==> config.mk <==
export PLATFORM = sky130hd
export DESIGN_NAME = fetch_seq_flat
export DESIGN_NICKNAME = d
export VERILOG_FILES = /design/src/rtl/fetch_seq_if.sv /design/src/rtl/fetch_seq.sv /design/src/flat_wrapper.sv
export SDC_FILE = /design/constraint.sdc
export NUM_CORES = 1
export LEC_CHECK = 0
export BUFFER_PORTS_ARGS = -buffer_cell sky130_fd_sc_hd__buf_2
export CAP_MARGIN = 10
export CELL_PAD_IN_SITES_DETAIL_PLACEMENT = 0
export CELL_PAD_IN_SITES_GLOBAL_PLACEMENT = 1
export CORE_MARGIN = 3
export CORE_UTILIZATION = 30
export CTS_BUF_LIST = sky130_fd_sc_hd__clkbuf_8
export DETAILED_ROUTE_END_ITERATION = 16
export GPL_TIMING_DRIVEN = 0
export PLACE_DENSITY = 0.83
export SLEW_MARGIN = 40
export SYNTH_ARGS = -nofsm -noshare
export SYNTH_HDL_FRONTEND = slang
export SYNTH_SLANG_ARGS = --single-unit
==> constraint.sdc <==
create_clock -name clk -period 2.6 [get_ports clk]
set_clock_uncertainty 0.05 [all_clocks]
set_input_delay 0.26 -clock clk [delete_from_list [all_inputs] [get_ports clk]]
set_output_delay 0.26 -clock clk [all_outputs]
set_load 0.005 [all_outputs]
==> src/rtl/fetch_seq_if.sv <==
// fetch_seq_if: instruction-memory request/grant/response bus between fetch_seq and imem.
interface fetch_seq_if;
    logic        req;
    logic [31:0] addr;
    logic        gnt;
    logic        rvalid;
    logic [31:0] rdata;
    modport master (output req, addr, input gnt, rvalid, rdata);
    modport slave (input req, addr, output gnt, rvalid, rdata);
endinterface

==> src/rtl/fetch_seq.sv <==
// fetch_seq: RV32 fetch sequencer, one imem request outstanding, single-entry IF/ID buffer; FETCH_MISALIGN_TRAP_EN traps misaligned redirects to TRAP_VEC.
module fetch_seq #(
    parameter logic [31:0] RESET_PC = 32'h0000_0000
`ifdef FETCH_MISALIGN_TRAP_EN
    , parameter logic [31:0] TRAP_VEC = 32'h0000_0100
`endif
) (
    input  logic               clk,
    input  logic               resetn,
    input  logic [31:0]        pc_cur,
    output logic [31:0]        pc_wdata,
    output logic               pc_stay,
    fetch_seq_if.master        imem,
    output logic               if_valid,
    output logic [31:0]        if_pc,
    output logic [31:0]        if_instr,
    input  logic               id_ready,
    input  logic               redir_valid,
    input  logic [31:0]        redir_target,
    output logic               misalign_exc
);
    typedef enum logic [1:0] {BOOT, IDLE, WAIT, DROP} state_t;
    state_t      state, state_d;
    logic [31:0] redir_pc;
    logic        load, redir, req_ok, outstanding;
    assign imem.addr   = pc_cur;
    assign req_ok      = !if_valid || id_ready;
    assign redir       = redir_valid && state != BOOT;
    assign outstanding = (state == WAIT || state == DROP) ? !imem.rvalid
                                                          : (state == IDLE && req_ok && imem.gnt);
`ifdef FETCH_MISALIGN_TRAP_EN
    assign redir_pc = |redir_target[1:0] ? TRAP_VEC : redir_target;
    always_ff @(posedge clk)
        if (!resetn) misalign_exc <= 1'b0;
        else misalign_exc <= redir && |redir_target[1:0];
`else
    assign redir_pc     = redir_target & 32'hFFFF_FFFC;
    assign misalign_exc = 1'b0;
`endif
    always_comb begin
        state_d  = state;
        pc_stay  = 1'b1;
        pc_wdata = pc_cur;
        imem.req = 1'b0;
        load     = 1'b0;
        case (state)
            BOOT: begin
                pc_stay  = 1'b0;
                pc_wdata = RESET_PC;
                state_d  = IDLE;
            end
            IDLE: begin
                imem.req = req_ok;
                state_d  = (req_ok && imem.gnt) ? WAIT : IDLE;
            end
            WAIT: if (imem.rvalid) begin
                load     = 1'b1;
                pc_stay  = 1'b0;
                pc_wdata = pc_cur + 32'd4;
                state_d  = IDLE;
            end
            DROP: state_d = imem.rvalid ? IDLE : DROP;
            default: state_d = BOOT;
        endcase
        if (redir) begin
            pc_stay  = 1'b0;
            pc_wdata = redir_pc;
            load     = 1'b0;
            state_d  = outstanding ? DROP : IDLE;
        end
        if (!resetn) begin
            imem.req = 1'b0;
            pc_stay  = 1'b1;
            pc_wdata = pc_cur;
        end
    end
    always_ff @(posedge clk)
        if (!resetn) begin
            state    <= BOOT;
            if_valid <= 1'b0;
            if_pc    <= '0;
            if_instr <= 32'h0000_0013;
        end else begin
            state    <= state_d;
            if_valid <= !redir && (load || (if_valid && !id_ready));
            if (load) begin
                if_pc    <= pc_cur;
                if_instr <= imem.rdata;
            end
        end
endmodule
==> src/flat_wrapper.sv <==
// flat-port wrapper written by rule: the top's interface ports become plain ports
module fetch_seq_flat 
#(
    parameter logic [31:0] RESET_PC = 32'h0000_0000

)
  (clk, resetn, pc_cur, pc_wdata, pc_stay, if_valid, if_pc, if_instr, id_ready, redir_valid, redir_target, misalign_exc, imem_req, imem_addr, imem_gnt, imem_rvalid, imem_rdata);
  fetch_seq_if imem_i ();
  input  logic clk;
  input  logic resetn;
  input  logic [31:0] pc_cur;
  output logic [31:0] pc_wdata;
  output logic pc_stay;
  output logic if_valid;
  output logic [31:0] if_pc;
  output logic [31:0] if_instr;
  input  logic id_ready;
  input  logic redir_valid;
  input  logic [31:0] redir_target;
  output logic misalign_exc;
  output wire logic [$bits(imem_i.req)-1:0] imem_req;
  output wire logic [$bits(imem_i.addr)-1:0] imem_addr;
  input wire logic [$bits(imem_i.gnt)-1:0] imem_gnt;
  input wire logic [$bits(imem_i.rvalid)-1:0] imem_rvalid;
  input wire logic [$bits(imem_i.rdata)-1:0] imem_rdata;
  assign imem_req = imem_i.req;
  assign imem_addr = imem_i.addr;
  assign imem_i.gnt = imem_gnt;
  assign imem_i.rvalid = imem_rvalid;
  assign imem_i.rdata = imem_rdata;
  fetch_seq #(.RESET_PC(RESET_PC)) u_core (.clk(clk), .resetn(resetn), .pc_cur(pc_cur), .pc_wdata(pc_wdata), .pc_stay(pc_stay), .imem(imem_i), .if_valid(if_valid), .if_pc(if_pc), .if_instr(if_instr), .id_ready(id_ready), .redir_valid(redir_valid), .redir_target(redir_target), .misalign_exc(misalign_exc));
endmodule
==> impl_metrics.tcl, run 1 <==
set metrics [dict create \
    place_ws_ns 0.2314 \
    critPathLaunch "u_core.state[0]" \
    end_kind "primary output" \
    multi_input_area_mm2 0.002125 \
    place_inst 939 \
    pwr-share-seq_pct 44.7 \
    grt.overflow.total 0 \
    ys_warn_count 0 \
    p_per_area_mw_per_mm2 429.8 \
    ant_nets 0 \
    drt_iter0_drc 281 \
    worst_slack_ns 0.08422 \
    fin_util_pct 44.20 \
    avgSynthCellArea_um2 7.042 \
    hpwl_um 12380 \
    rows 40 \
    path_class "register to primary output" \
    synth_cells 549 \
    drc 0 \
    fin_cells 959 \
    comb_power_share_pct 20.5 \
    vdd_drop_max_mv 0.2835 \
    initial_core_util_pct 31.40 \
    io_pins 234 \
    finalPower_uw 2339 \
    grt_max_degree 14 \
    first_pass_iters 5 \
    grt_pass1_vias 4605 \
    maxSlewHeadroom_pct 55.08 \
    cts.hold.buffers_added 0 \
    grt_usage_pct 21.11 \
    wl_per_cell_um 16.55 \
    synth_fp_nets 652 \
    r2r-start "u_core.state[0]" \
    max-clock-path-buffers 2 \
    clock-sinks 67 \
    netlist_area_mm2 0.003866 \
    viasPerCell 5.086 \
    timing.final.crit_share_pct 96.76 \
    htreeDepth 3 \
    synthToLayoutAreaGrowth_pct 40.74 \
    antenna_found_initial 1 \
    gp_congestion 0.9346 \
    status "finished, final reports clean" \
    cp.required_ns 2.29 \
    pwr-share-clk_pct 34.8 \
    cts_inserted_buffers 9 \
    core_area_mm2 0.01231 \
    p_leak_uw 0.002443 \
    port_buffers 222 \
    clk_pin_slew_ns 0.08 \
    cts_tree "yes" \
    fp.dieH_um 119.5 \
    worstSkewPairLatency_ns 0.36 \
    slew_viol_final 0 \
    die_x_um 119.5 \
    drt_wl_total_um 15870 \
    ys_ff_latch 67 \
    switching_share_pct 31.39 \
    nets 888 \
    grt_setup_unrepaired "true" \
    fillCellCount 1360 \
    grt_pass1_wl_um 24030 \
    synth_cell_type_count 52 \
    hp-class "input port to register" \
    synth_flop_cell "dfxtp_1" \
    crit_arrival_ns 2.21 \
    cts_root_buffer "clkbuf_8" \
    finalSetupViolations 0 \
    startpoint_type "register" \
    dieArea_mm2 0.01429 \
    p_int_uw 1605 \
    final.setup.tns_ns 0 \
    final_cell_mix "233 x buf_2, 156 x nand2_1, 73 x a21oi_1" \
    power_switching_uw 734.1 \
    mostFrequentLayoutCell "buf_2" \
    layout.area.seq_mm2 0.001344 \
    synth_edf_count 0 \
    cap_violations 0 \
    yosysSeqAreaShare_pct 34.69 \
    cp_max_fo 9 \
    drive_gt1_share_pct 39.24 \
    vias 4877 \
    worst_pin_slew_ns 0.6738 \
    hp-start "imem_rdata[0]" \
    hold_viol_final 0 \
    finalCriticalPeriod_ns 2.516 \
    fmax_mhz 397.5 \
    async_flop_share_pct 0 \
]
## cells in the mapped netlist, types with 2 or more instances
library cell  number  area share (%)
o21a_1             5            0.97
a22oi_1            5            0.97
o21ai_0           25             3.2
and4_1             3            0.68
a211o_1            2            0.45
nor3b_1            2            0.39
dfxtp_1           67              35
or4_1              2            0.39
a21oi_1           73             9.4
and3_1             2            0.32
o31ai_1            5            0.97
o311ai_0           3            0.68
inv_1              5            0.49
clkbuf_1          29             2.8
a221o_1            6             1.6
nand2_1          158              15
nor2b_1            2            0.32
buf_2             11             1.4
and2_1             9             1.5
a22o_1             2            0.45
buf_4             34             6.6
o2bb2ai_1          5             1.1
nor3_1             8             1.0
nor2_1            17             1.7
nor4_1             8             1.3
nand4_1           13             2.1
a21o_1             4            0.78
nand3_1           20             2.6
## repair_timing
item,in CTS,in global routing
setup endpoints to repair,12,29
endpoints found under the hold margin,0,0
gates cloned,0,0
setup buffers,0,3
pin swaps,0,1
resized for setup,4,19
## area by class of cell
cell class,count,area share (%)
clock inverter,7,0.9657
clock buffer,9,2.276
buffer,75,7.933
timing repair buffer,225,20.83
sequential,67,24.70
antenna,1,0.04599
inverter,5,0.3449
tap,168,3.863
multi-input combinational,402,39.04
## critical path: stages (launching register included)
cell and delay (ns):
dfxtp_2 0.36, and4b_1 0.27, buf_6 0.14, and4_4 0.28, nand2_2 0.09, or4_1 0.49
nand3_1 0.10, buf_2 0.11
## flip-flops by register name (all words and copies together) (netlist names)
| name | count |
|---|---|
| u_core.if_instr | 32 |
| u_core.if_pc | 32 |
| u_core.state | 2 |
| u_core.if_valid | 1 |
## stage by stage
stage,cell area [um^2],hold slack [ns]
6_report,5441,0.06423
5_1_grt,5441,0.05627
4_1_cts,5373,0.04516
3_5_place_dp,5187,0.3935
3_3_place_gp,5187,0.3892
2_1_floorplan,3866,0.3338
## kinds of logic after synthesis
logic type | count (synthesis) | share of synthesized area, %
buf+inv | 80 | 11.42
compound gates | 144 | 22.72
other cells | 1 | 0.09699
flops | 67 | 34.69
fa+ha+maj | 1 | 0.3236
simple gates | 256 | 30.74
## per-layer routing
| metal | GRT usage (%) | part of all wire [%] | up-vias |
|---|---|---|---|
| met1 | 26.20 | 42 | 2296 |
| met3 | 5.419 | 7.4 | 34 |
| li1 | - | - | 2353 |
| met2 | 34.32 | 47 | 194 |
| met5 | 0 | 0 | - |
| met4 | 9.735 | 3.2 | 0 |
## path summary, 6_finish.rpt
check	end	slack, ns	cells after the start
worst max-delay path	pc_wdata[31]	0.08	7
worst min-delay path	u_core.if_instr[0]	0.06	3
worst max register to register	u_core.if_instr[21]	0.75	6
worst min register to register	u_core.if_pc[26]	0.40	2
## power groups by stage
stage,Clock [uW],Combinational [uW],Sequential [uW]
final,814,479,1050
after global routing,895,523,1050
after CTS,847,469,1040
after detailed placement,0,465,1070
after global placement,0,461,1070
after floorplan,0,221,1070
Note: power is estimated with default switching activity, not from simulation.
==> inputs of run 2 (changes only) <==
--- a/config.mk
+++ b/config.mk
@@ -15,6 +15,7 @@
 export DETAILED_ROUTE_END_ITERATION = 16
 export GPL_TIMING_DRIVEN = 0
 export PLACE_DENSITY = 0.83
+export SKIP_CTS_REPAIR_TIMING = 1
 export SLEW_MARGIN = 40
 export SYNTH_ARGS = -nofsm -noshare
 export SYNTH_HDL_FRONTEND = slang
==> constraint.sdc (replaced) <==
create_clock -name clk -period 3.08 [get_ports clk]
set_clock_uncertainty 0.05 [all_clocks]
set_input_delay 0.308 -clock clk [delete_from_list [all_inputs] [get_ports clk]]
set_output_delay 0.308 -clock clk [all_outputs]
set_load 0.005 [all_outputs]
==> run 2 against run 1 <==
Against the previous run: sequential cell count did not move; worst hold slack improved by 0.048 ns; sequential power fell by 16%; first-iteration DRC count fell by 10%; total power fell by 16%; wire length fell by 0.98%; count of clock-buffer cells in the layout did not move; largest cell class unchanged; worst setup slack improved by 0.22 ns; design area fell by 1.4%; critical endpoint is now pc_wdata[30]; register-to-register slack improved by 0.35 ns; via count fell by 0.74%.
==> impl_metrics.tcl, run 2 (synthesis results as in run 1) <==
set metrics [dict create \
    reg2reg_depth 6 \
    slew_viol_final 0 \
    cts_tree "yes" \
    reg_top3 "u_core.if_instr (32), u_core.if_pc (32), u_core.state (2)" \
    cp.required_ns 2.72 \
    synthToLayoutAreaGrowth_pct 38.80 \
    grt_usage_pct 21.05 \
    end_kind "primary output" \
    initial_core_util_pct 31.40 \
    fin_util_pct 43.59 \
    hpwl_um 12380 \
    drt_iter0_drc 252 \
    core_area_mm2 0.01231 \
    drt_wl_total_um 15720 \
    final.setup.tns_ns 0 \
    cap_violations 0 \
    nets 885 \
    fillCellCount 1362 \
    path_class "register to primary output" \
    hp-start "imem_rdata[0]" \
    cts_inserted_buffers 9 \
    first_pass_iters 5 \
    place_ws_ns 0.6154 \
    multi_input_area_mm2 0.002083 \
    grt_pass1_vias 4592 \
    drc 0 \
    max-clock-path-buffers 2 \
    rows 40 \
    cts_root_buffer "clkbuf_8" \
    hold_viol_final 0 \
    worstSkewPairLatency_ns 0.36 \
    gp_congestion 0.9346 \
    p_leak_uw 0.002414 \
    worst_pin_slew_ns 0.6748 \
    hold_path_depth 3 \
    p_per_area_mw_per_mm2 365.8 \
    finalCriticalPeriod_ns 2.780 \
    grt_setup_unrepaired "false" \
    viasPerCell 5.064 \
    clock-sinks 67 \
    finalSetupViolations 0 \
    worst_slack_ns 0.2997 \
    status "finished, final reports clean" \
    cp_max_fo 10 \
    timing.final.crit_share_pct 90.27 \
    dieArea_mm2 0.01429 \
    ant_nets 0 \
    vdd_drop_max_mv 0.2394 \
    vias 4841 \
    startpoint_type "register" \
    htreeDepth 3 \
    grt.overflow.total 0 \
    grt_max_degree 14 \
    hp-class "input port to register" \
    port_buffers 222 \
    fmax_mhz 359.7 \
    maxSlewHeadroom_pct 55.01 \
    die_x_um 119.5 \
    io_pins 234 \
    critPathLaunch "u_core.state[0]" \
    antenna_found_initial 1 \
    r2r-start "u_core.state[0]" \
    layout.area.seq_mm2 0.001341 \
    wl_per_cell_um 16.44 \
    fin_hold_ws_ns 0.1119 \
    clk_pin_slew_ns 0.08 \
    fp.dieH_um 119.5 \
    grt_pass1_wl_um 23960 \
    crit_arrival_ns 2.42 \
    drive_gt1_share_pct 37.10 \
    mostFrequentLayoutCell "buf_2" \
    final_cell_mix "233 x buf_2, 158 x nand2_1, 73 x a21oi_1" \
]
==> run 2: cell types whose count changed in the layout (fill, tap and decap cells not counted), sizes merged <==
cell,delta
buf,-4
clkbuf,+1
==> run 2: stage by stage <==
| step | instances | instance area [um^2] | total power [uW] |
|---|---|---|---|
| after floorplan | 549 | 3866 | 1089 |
| after global placement | 939 | 5187 | 1291 |
| after detailed placement | 939 | 5187 | 1295 |
| after CTS | 955 | 5364 | 1991 |
| after global routing | 956 | 5366 | 2070 |
| final | 956 | 5366 | 1963 |
==> run 2: critical path, cell delays in order, from the launching register on <==
cell,delay (ns)
dfxtp_1,0.44
o21a_1,0.38
and2_1,0.18
clkbuf_1,0.36
buf_2,0.30
nand2_1,0.08
o31a_1,0.10
o21ai_0,0.07
buf_2,0.14
==> run 2: where the power goes <==
group / internal, uW / switching [uW]
Clock: 297 / 390
Combinational: 175 / 218
Sequential: 875 / 6.57
Total: 1350 / 615
==> run 2: cell type report <==
cell class                 count  share of cell area, %
timing repair buffer         222                  20.70
clock buffer                   9                  2.308
clock inverter                 7                 0.9792
sequential                    67                  24.99
antenna                        1                0.04663
tap                          168                  3.917
multi-input combinational    402                  38.82
buffer                        75                  7.881
inverter                       5                 0.3497
==> run 2: final timing paths <==
path | to | slack [ns]
worst min-delay path | u_core.if_instr[0] | 0.11
worst max register to register | u_core.if_instr[21] | 1.10
worst max-delay path | pc_wdata[30] | 0.30
worst min register to register | u_core.if_pc[26] | 0.40
==> run 2: layer usage <==
metal | global-route usage, % | wire, um | vias up
met5 | 0 | 0 | -
li1 | - | - | 2348
met3 | 5.278 | 1294 | 31
met2 | 34.36 | 7471 | 227
met4 | 9.449 | 481 | 0
met1 | 26.20 | 6467 | 2235
